**src/rtl/cpu_run_controller.sv**
```systemverilog
// Run/step/breakpoint controller: conditions board run switch and step button,
// gates the datapath clock-enable, and counts executed cycles.
module cpu_run_controller #(
    parameter int PC_W       = 32,
    parameter int CNT_W      = 32,
    parameter int DEB_CYCLES = 250000
) (
    input  logic             Clk,
    input  logic             Rst,
    input  logic             run_sw,
    input  logic             step_btn,
    input  logic             bp_en,
    input  logic [PC_W-1:0]  bp_addr,
    input  logic [PC_W-1:0]  pc,
    output logic             cpu_en,
    output logic             halted,
    output logic             bp_hit,
    output logic [CNT_W-1:0] cycle_cnt,
    output logic [1:0]       state
);

    localparam int DEB_W = $clog2(DEB_CYCLES + 1);

    typedef enum logic [1:0] {
        S_HALT  = 2'b00,
        S_RUN   = 2'b01,
        S_STEP  = 2'b10,
        S_BREAK = 2'b11
    } state_t;

    state_t             r_state;
    state_t             w_state_nxt;
    logic               r_bp_hit;
    logic               w_bp_hit_nxt;
    logic [CNT_W-1:0]   r_cycle_cnt;

    logic               r_run_s1;
    logic               r_run_s2;
    logic               r_run_d;
    logic               r_stp_s1;
    logic               r_stp_s2;
    logic               r_deb;
    logic               r_deb_d;
    logic [DEB_W-1:0]   r_deb_cnt;

    logic               w_run_rise;
    logic               w_step_req;
    logic               w_bp_match;
    logic               w_cpu_en;

    always_ff @(posedge Clk or negedge Rst) begin
        if (!Rst) begin
            r_run_s1  <= 1'b0;
            r_run_s2  <= 1'b0;
            r_run_d   <= 1'b0;
            r_stp_s1  <= 1'b0;
            r_stp_s2  <= 1'b0;
            r_deb     <= 1'b0;
            r_deb_d   <= 1'b0;
            r_deb_cnt <= '0;
        end else begin
            r_run_s1 <= run_sw;
            r_run_s2 <= r_run_s1;
            r_run_d  <= r_run_s2;
            r_stp_s1 <= step_btn;
            r_stp_s2 <= r_stp_s1;
            r_deb_d  <= r_deb;
            // Any sample agreeing with the accepted level restarts the stability count.
            if (r_stp_s2 == r_deb) begin
                r_deb_cnt <= '0;
            end else if (r_deb_cnt == DEB_W'(DEB_CYCLES - 1)) begin
                r_deb     <= r_stp_s2;
                r_deb_cnt <= '0;
            end else begin
                r_deb_cnt <= r_deb_cnt + DEB_W'(1);
            end
        end
    end

    assign w_run_rise = r_run_s2 & ~r_run_d;
    assign w_step_req = r_deb & ~r_deb_d;
    assign w_bp_match = bp_en & (pc == bp_addr);
    assign w_cpu_en   = ((r_state == S_RUN) & ~w_bp_match) | (r_state == S_STEP);

    always_ff @(posedge Clk or negedge Rst) begin
        if (!Rst) begin
            r_state  <= S_HALT;
            r_bp_hit <= 1'b0;
        end else begin
            r_state  <= w_state_nxt;
            r_bp_hit <= w_bp_hit_nxt;
        end
    end

    always_comb begin
        w_state_nxt  = r_state;
        w_bp_hit_nxt = r_bp_hit;
        case (r_state)
            S_HALT: begin
                if (w_run_rise) begin
                    w_state_nxt  = S_RUN;
                    w_bp_hit_nxt = 1'b0;
                end else if (w_step_req) begin
                    w_state_nxt = S_STEP;
                end
            end
            S_RUN: begin
                if (w_bp_match) begin
                    w_state_nxt  = S_BREAK;
                    w_bp_hit_nxt = 1'b1;
                end else if (!r_run_s2) begin
                    w_state_nxt = S_HALT;
                end
            end
            // Breakpoint compare is deliberately ignored here so a step can leave bp_addr.
            S_STEP: w_state_nxt = S_HALT;
            S_BREAK: begin
                if (w_step_req) begin
                    w_state_nxt = S_STEP;
                end else if (!r_run_s2) begin
                    w_state_nxt = S_HALT;
                end
            end
            default: w_state_nxt = S_HALT;
        endcase
    end

    always_ff @(posedge Clk or negedge Rst) begin
        if (!Rst) begin
            r_cycle_cnt <= '0;
        end else if (w_cpu_en) begin
            r_cycle_cnt <= r_cycle_cnt + CNT_W'(1);
        end
    end

    assign cpu_en    = w_cpu_en;
    assign halted    = (r_state == S_HALT) | (r_state == S_BREAK);
    assign bp_hit    = r_bp_hit;
    assign cycle_cnt = r_cycle_cnt;
    assign state     = r_state;

endmodule
```
**config.mk**
```make
export PLATFORM = sky130hd
export DESIGN_NAME = cpu_run_controller
export DESIGN_NICKNAME = d
export VERILOG_FILES = /design/src/rtl/cpu_run_controller.sv
export SDC_FILE = /design/constraint.sdc
export NUM_CORES = 1
export LEC_CHECK = 0
export BUFFER_PORTS_ARGS = -buffer_cell sky130_fd_sc_hd__buf_4
export CAP_MARGIN = 20
export CELL_PAD_IN_SITES_DETAIL_PLACEMENT = 1
export CELL_PAD_IN_SITES_GLOBAL_PLACEMENT = 2
export CORE_ASPECT_RATIO = 0.75
export CORE_MARGIN = 2
export CORE_UTILIZATION = 31
export DETAILED_ROUTE_END_ITERATION = 6
export PLACE_DENSITY = 0.77
export REMOVE_ABC_BUFFERS = 1
export SLEW_MARGIN = 20
export SYNTH_ARGS = -nofsm -noshare
export SYNTH_HDL_FRONTEND = slang
export SYNTH_SLANG_ARGS = --single-unit
```
**constraint.sdc**
```tcl
create_clock -name Clk -period 2.1 [get_ports Clk]
set_input_delay 0.315 -clock Clk [delete_from_list [all_inputs] [get_ports Clk]]
set_output_delay 0.315 -clock Clk [all_outputs]
set_load 0.01 [all_outputs]
```
==> run summary <==
outcome: finished clean
Req. time, crit path: 1.78 ns
Hold-fix buffers, CTS: 0
Clock Sinks: 60
min Tclk post-route: 1.99 ns
CP dominant cell by count: buf_4
clk slew on worst S/H paths: 0.05 ns
Yosys cell types: 43
critical path class: input port to output port
Leak: 2.14 nW
R2R cell count: 7
Syn. warnings: 0
largest net degree at the start of global routing: 61
Core Box Area: 10,200 µm²
Max Buffers Root-to-Sink: 2
EDFF count, synth: 0
simple-gate share of the synthesized area: 22.4%
CP endpoint kind: output port
Vias: 2,861
Worst path max stage delay: 0.37 ns
reg2reg start: cycle_cnt[0]
# IOs: 106
post-synthesis sequential area ratio: 46.1%
fin crit share: 94.9%
Tightest Pin Transition: 0.788 ns
Pre-Repair DR Iteration Count: 5
max-slew violations: 0
maximum vdd drop: 0.000364 V
n_diodes: 0
Avg WL per Cell: 15.7 µm
slowest stage cell, crit path: nor4_4
Synth Area in Adders: 2.30%
Power per Cell Area: 885 nW/µm²
TritonCTS clock tree: done
first-pass GRT wire length: 14,900 µm
Worst Setup Start Kind: input port
Worst EP arrival: 1.68 ns
final WL: 9280 µm
commonest cells after routing, fill and taps aside: 128 x buf_4, 67 x xnor2_1, 59 x dfrtp_1, 34 x nor2_1, 23 x nand4_1
DRT antenna net count: 0
Worst path top cell family by delay: simple AND/OR/NAND/NOR gates
Final setup viols: 0
compound-cell area share of the yosys netlist: 4.95%
die span in y: 92.8 µm
Slew headroom: 47.5%
most common cell after layout, fill and taps aside: buf_4
Cell Area, Synth: 3260 µm²
Area growth syn-to-layout: 44.4%
Max-cap violations: 0
asr flop ratio synth: 100%
Port Buffer Count: 105
Cells after Synth: 321
GR Util All Layers: 16.8%
average size of a mapped cell: 10.1 µm²
Clock Latency Late Sink: 0.33 ns
endpoints failing hold: 0
Highest Clock Rate: 502 MHz
final net count: 529
R2R Setup Slk: 0.16 ns
CP bufs+invs: 3
setup TNS: 0 ns
DP HPWL: 6760 µm
Num CTS Buffers: 9
row count: 32
Reg area: 1500 µm²
Starting DRT DRC Count: 108
class of the worst hold path: input port to asynchronous set/reset pin
initial antenna violation count: 0
Initial Util: 31.8%
CTS root buf: clkbuf_16
Synth Flop Type: dfrtp_1
GP Congestion: 0.751
number of global-route vias before repair: 2,935
Yosys reg bits: 60
DRC viols: 0
crit-path cells: buf_4 > xnor2_1 > nand4_1 > nor4_4 > a41oi_2 > buf_12 > buf_4
DR vias/cell: 4.82
layout cells sized above 1: 35.2%
Chip Width: 122 µm
Die ar.: 11,400 µm²
clk_skew: 0.00339 ns
area of the multi-input gates: 1710 µm²
XOR/XNOR Fraction of Synth Area: 21.2%
Fillers: 1,180
largest family of logic cells by synthesized area: simple AND/OR/NAND/NOR gates
reg2reg end: cycle_cnt[30]
multiplexer share of the synthesized area: 1.11%
CP Max Fanout: 5
htree depth: 3
overflow left after global routing: 0
Final Util: 45.9%
-- where the power goes --
group          switching, mW  internal [mW]
sequential            0.0608           1.26
combinational          0.674          0.703
clock                  0.498          0.967
-- synth_stat cells (2+ instances only) --
library cell,instances,area [µm²]
a21oi_1,5,25.0
a22oi_1,2,15.0
and2_1,2,12.5
and3_1,10,62.6
and3_2,3,22.5
buf_2,6,30.0
clkbuf_1,2,7.51
dfrtp_1,60,1500
ha_1,6,75.1
inv_1,7,26.3
nand2_1,20,75.1
nand2b_1,4,25.0
nand3_1,17,85.1
nand4_1,23,144
nor2_1,34,128
nor3_1,4,20.0
nor4_1,3,18.8
o2111ai_1,2,17.5
o211ai_1,2,15.0
o21ai_0,8,40.0
or3_1,2,12.5
xnor2_1,67,587
xor2_1,12,105
-- registers in the layout, summed over array words and instances, names as in the netlist --
signal     count
r_deb          1
bp_hit         1
r_run_s1       1
r_deb_cnt     18
r_stp_s2       1
r_deb_d        1
r_run_d        1
state          2
r_stp_s1       1
r_run_s2       1
cycle_cnt     32
-- metrics by stage --
step	hold slack (ns)	power, mW	setup WS [ns]	instances	area, µm²
final	0.0519	4.16	0.108	593	4700
after detailed placement	0.342	2.58	-0.0948	574	4340
after global routing	0.0783	4.39	-0.0137	593	4700
after global placement	0.334	2.55	-0.0301	574	4340
after CTS	0.0789	4.08	0.0250	589	4650
after floorplan	0.0194	1.89	0.0250	313	3220
-- layout make-up --
type	instances	area share, %
sequential	60	31.9
tap	136	3.62
timing repair buffer	130	21.4
inverter	7	0.559
clock inverter	2	0.745
clock buffer	12	5.45
multi-input combinational	246	36.3
-- worst reg2reg max path, stage by stage (launching register included) --
cell and delay (ns):
dfrtp_1 0.34, ha_1 0.17, nand3_1 0.11, nor3_1 0.29, nand2_1 0.14, a21oi_2 0.40, o2111ai_1 0.22, xnor2_1 0.16
-- worst max-delay path by stage --
stage                       startpoint             to  depth (start not counted)
after floorplan           cycle_cnt[0]  cycle_cnt[18]                          7
after global placement     bp_addr[21]  cycle_cnt[31]                          8
after detailed placement  cycle_cnt[0]  cycle_cnt[14]                          7
after CTS                     state[0]         cpu_en                          6
after global routing       bp_addr[11]         cpu_en                          7
final                       bp_addr[7]         cpu_en                          7
-- logic make-up (layout without fill, tap and decap cells) --
logic type / Yosys count / in the layout
multiplexers: 3 / 3
buffers and inverters: 15 / 151
adder cells (fa/ha/maj): 6 / 6
AND/OR/NAND/NOR: 134 / 134
XOR/XNOR: 79 / 79
flip-flops: 60 / 60
AO/OA/AOI/OAI: 24 / 24
-- what timing repair did --
| item | 4_1_cts | 5_1_grt |
|---|---|---|
| resized for setup | 3 | 2 |
| setup buffers | 1 | 3 |
| pin swaps | 1 | 2 |
| endpoints found under the setup margin | 12 | 1 |
| gates cloned | 0 | 1 |
-- metal layers --
| metal | vias up | share of wire [%] | GRT usage, % |
|---|---|---|---|
| met5 | - | 0 | 0 |
| met4 | 0 | 0.59 | 3.45 |
| met1 | 1408 | 47 | 22.4 |
| met2 | 68 | 46 | 26.9 |
| met3 | 7 | 6.0 | 5.05 |
| li1 | 1378 | - | - |
Note: power is estimated with default switching activity, not from simulation.
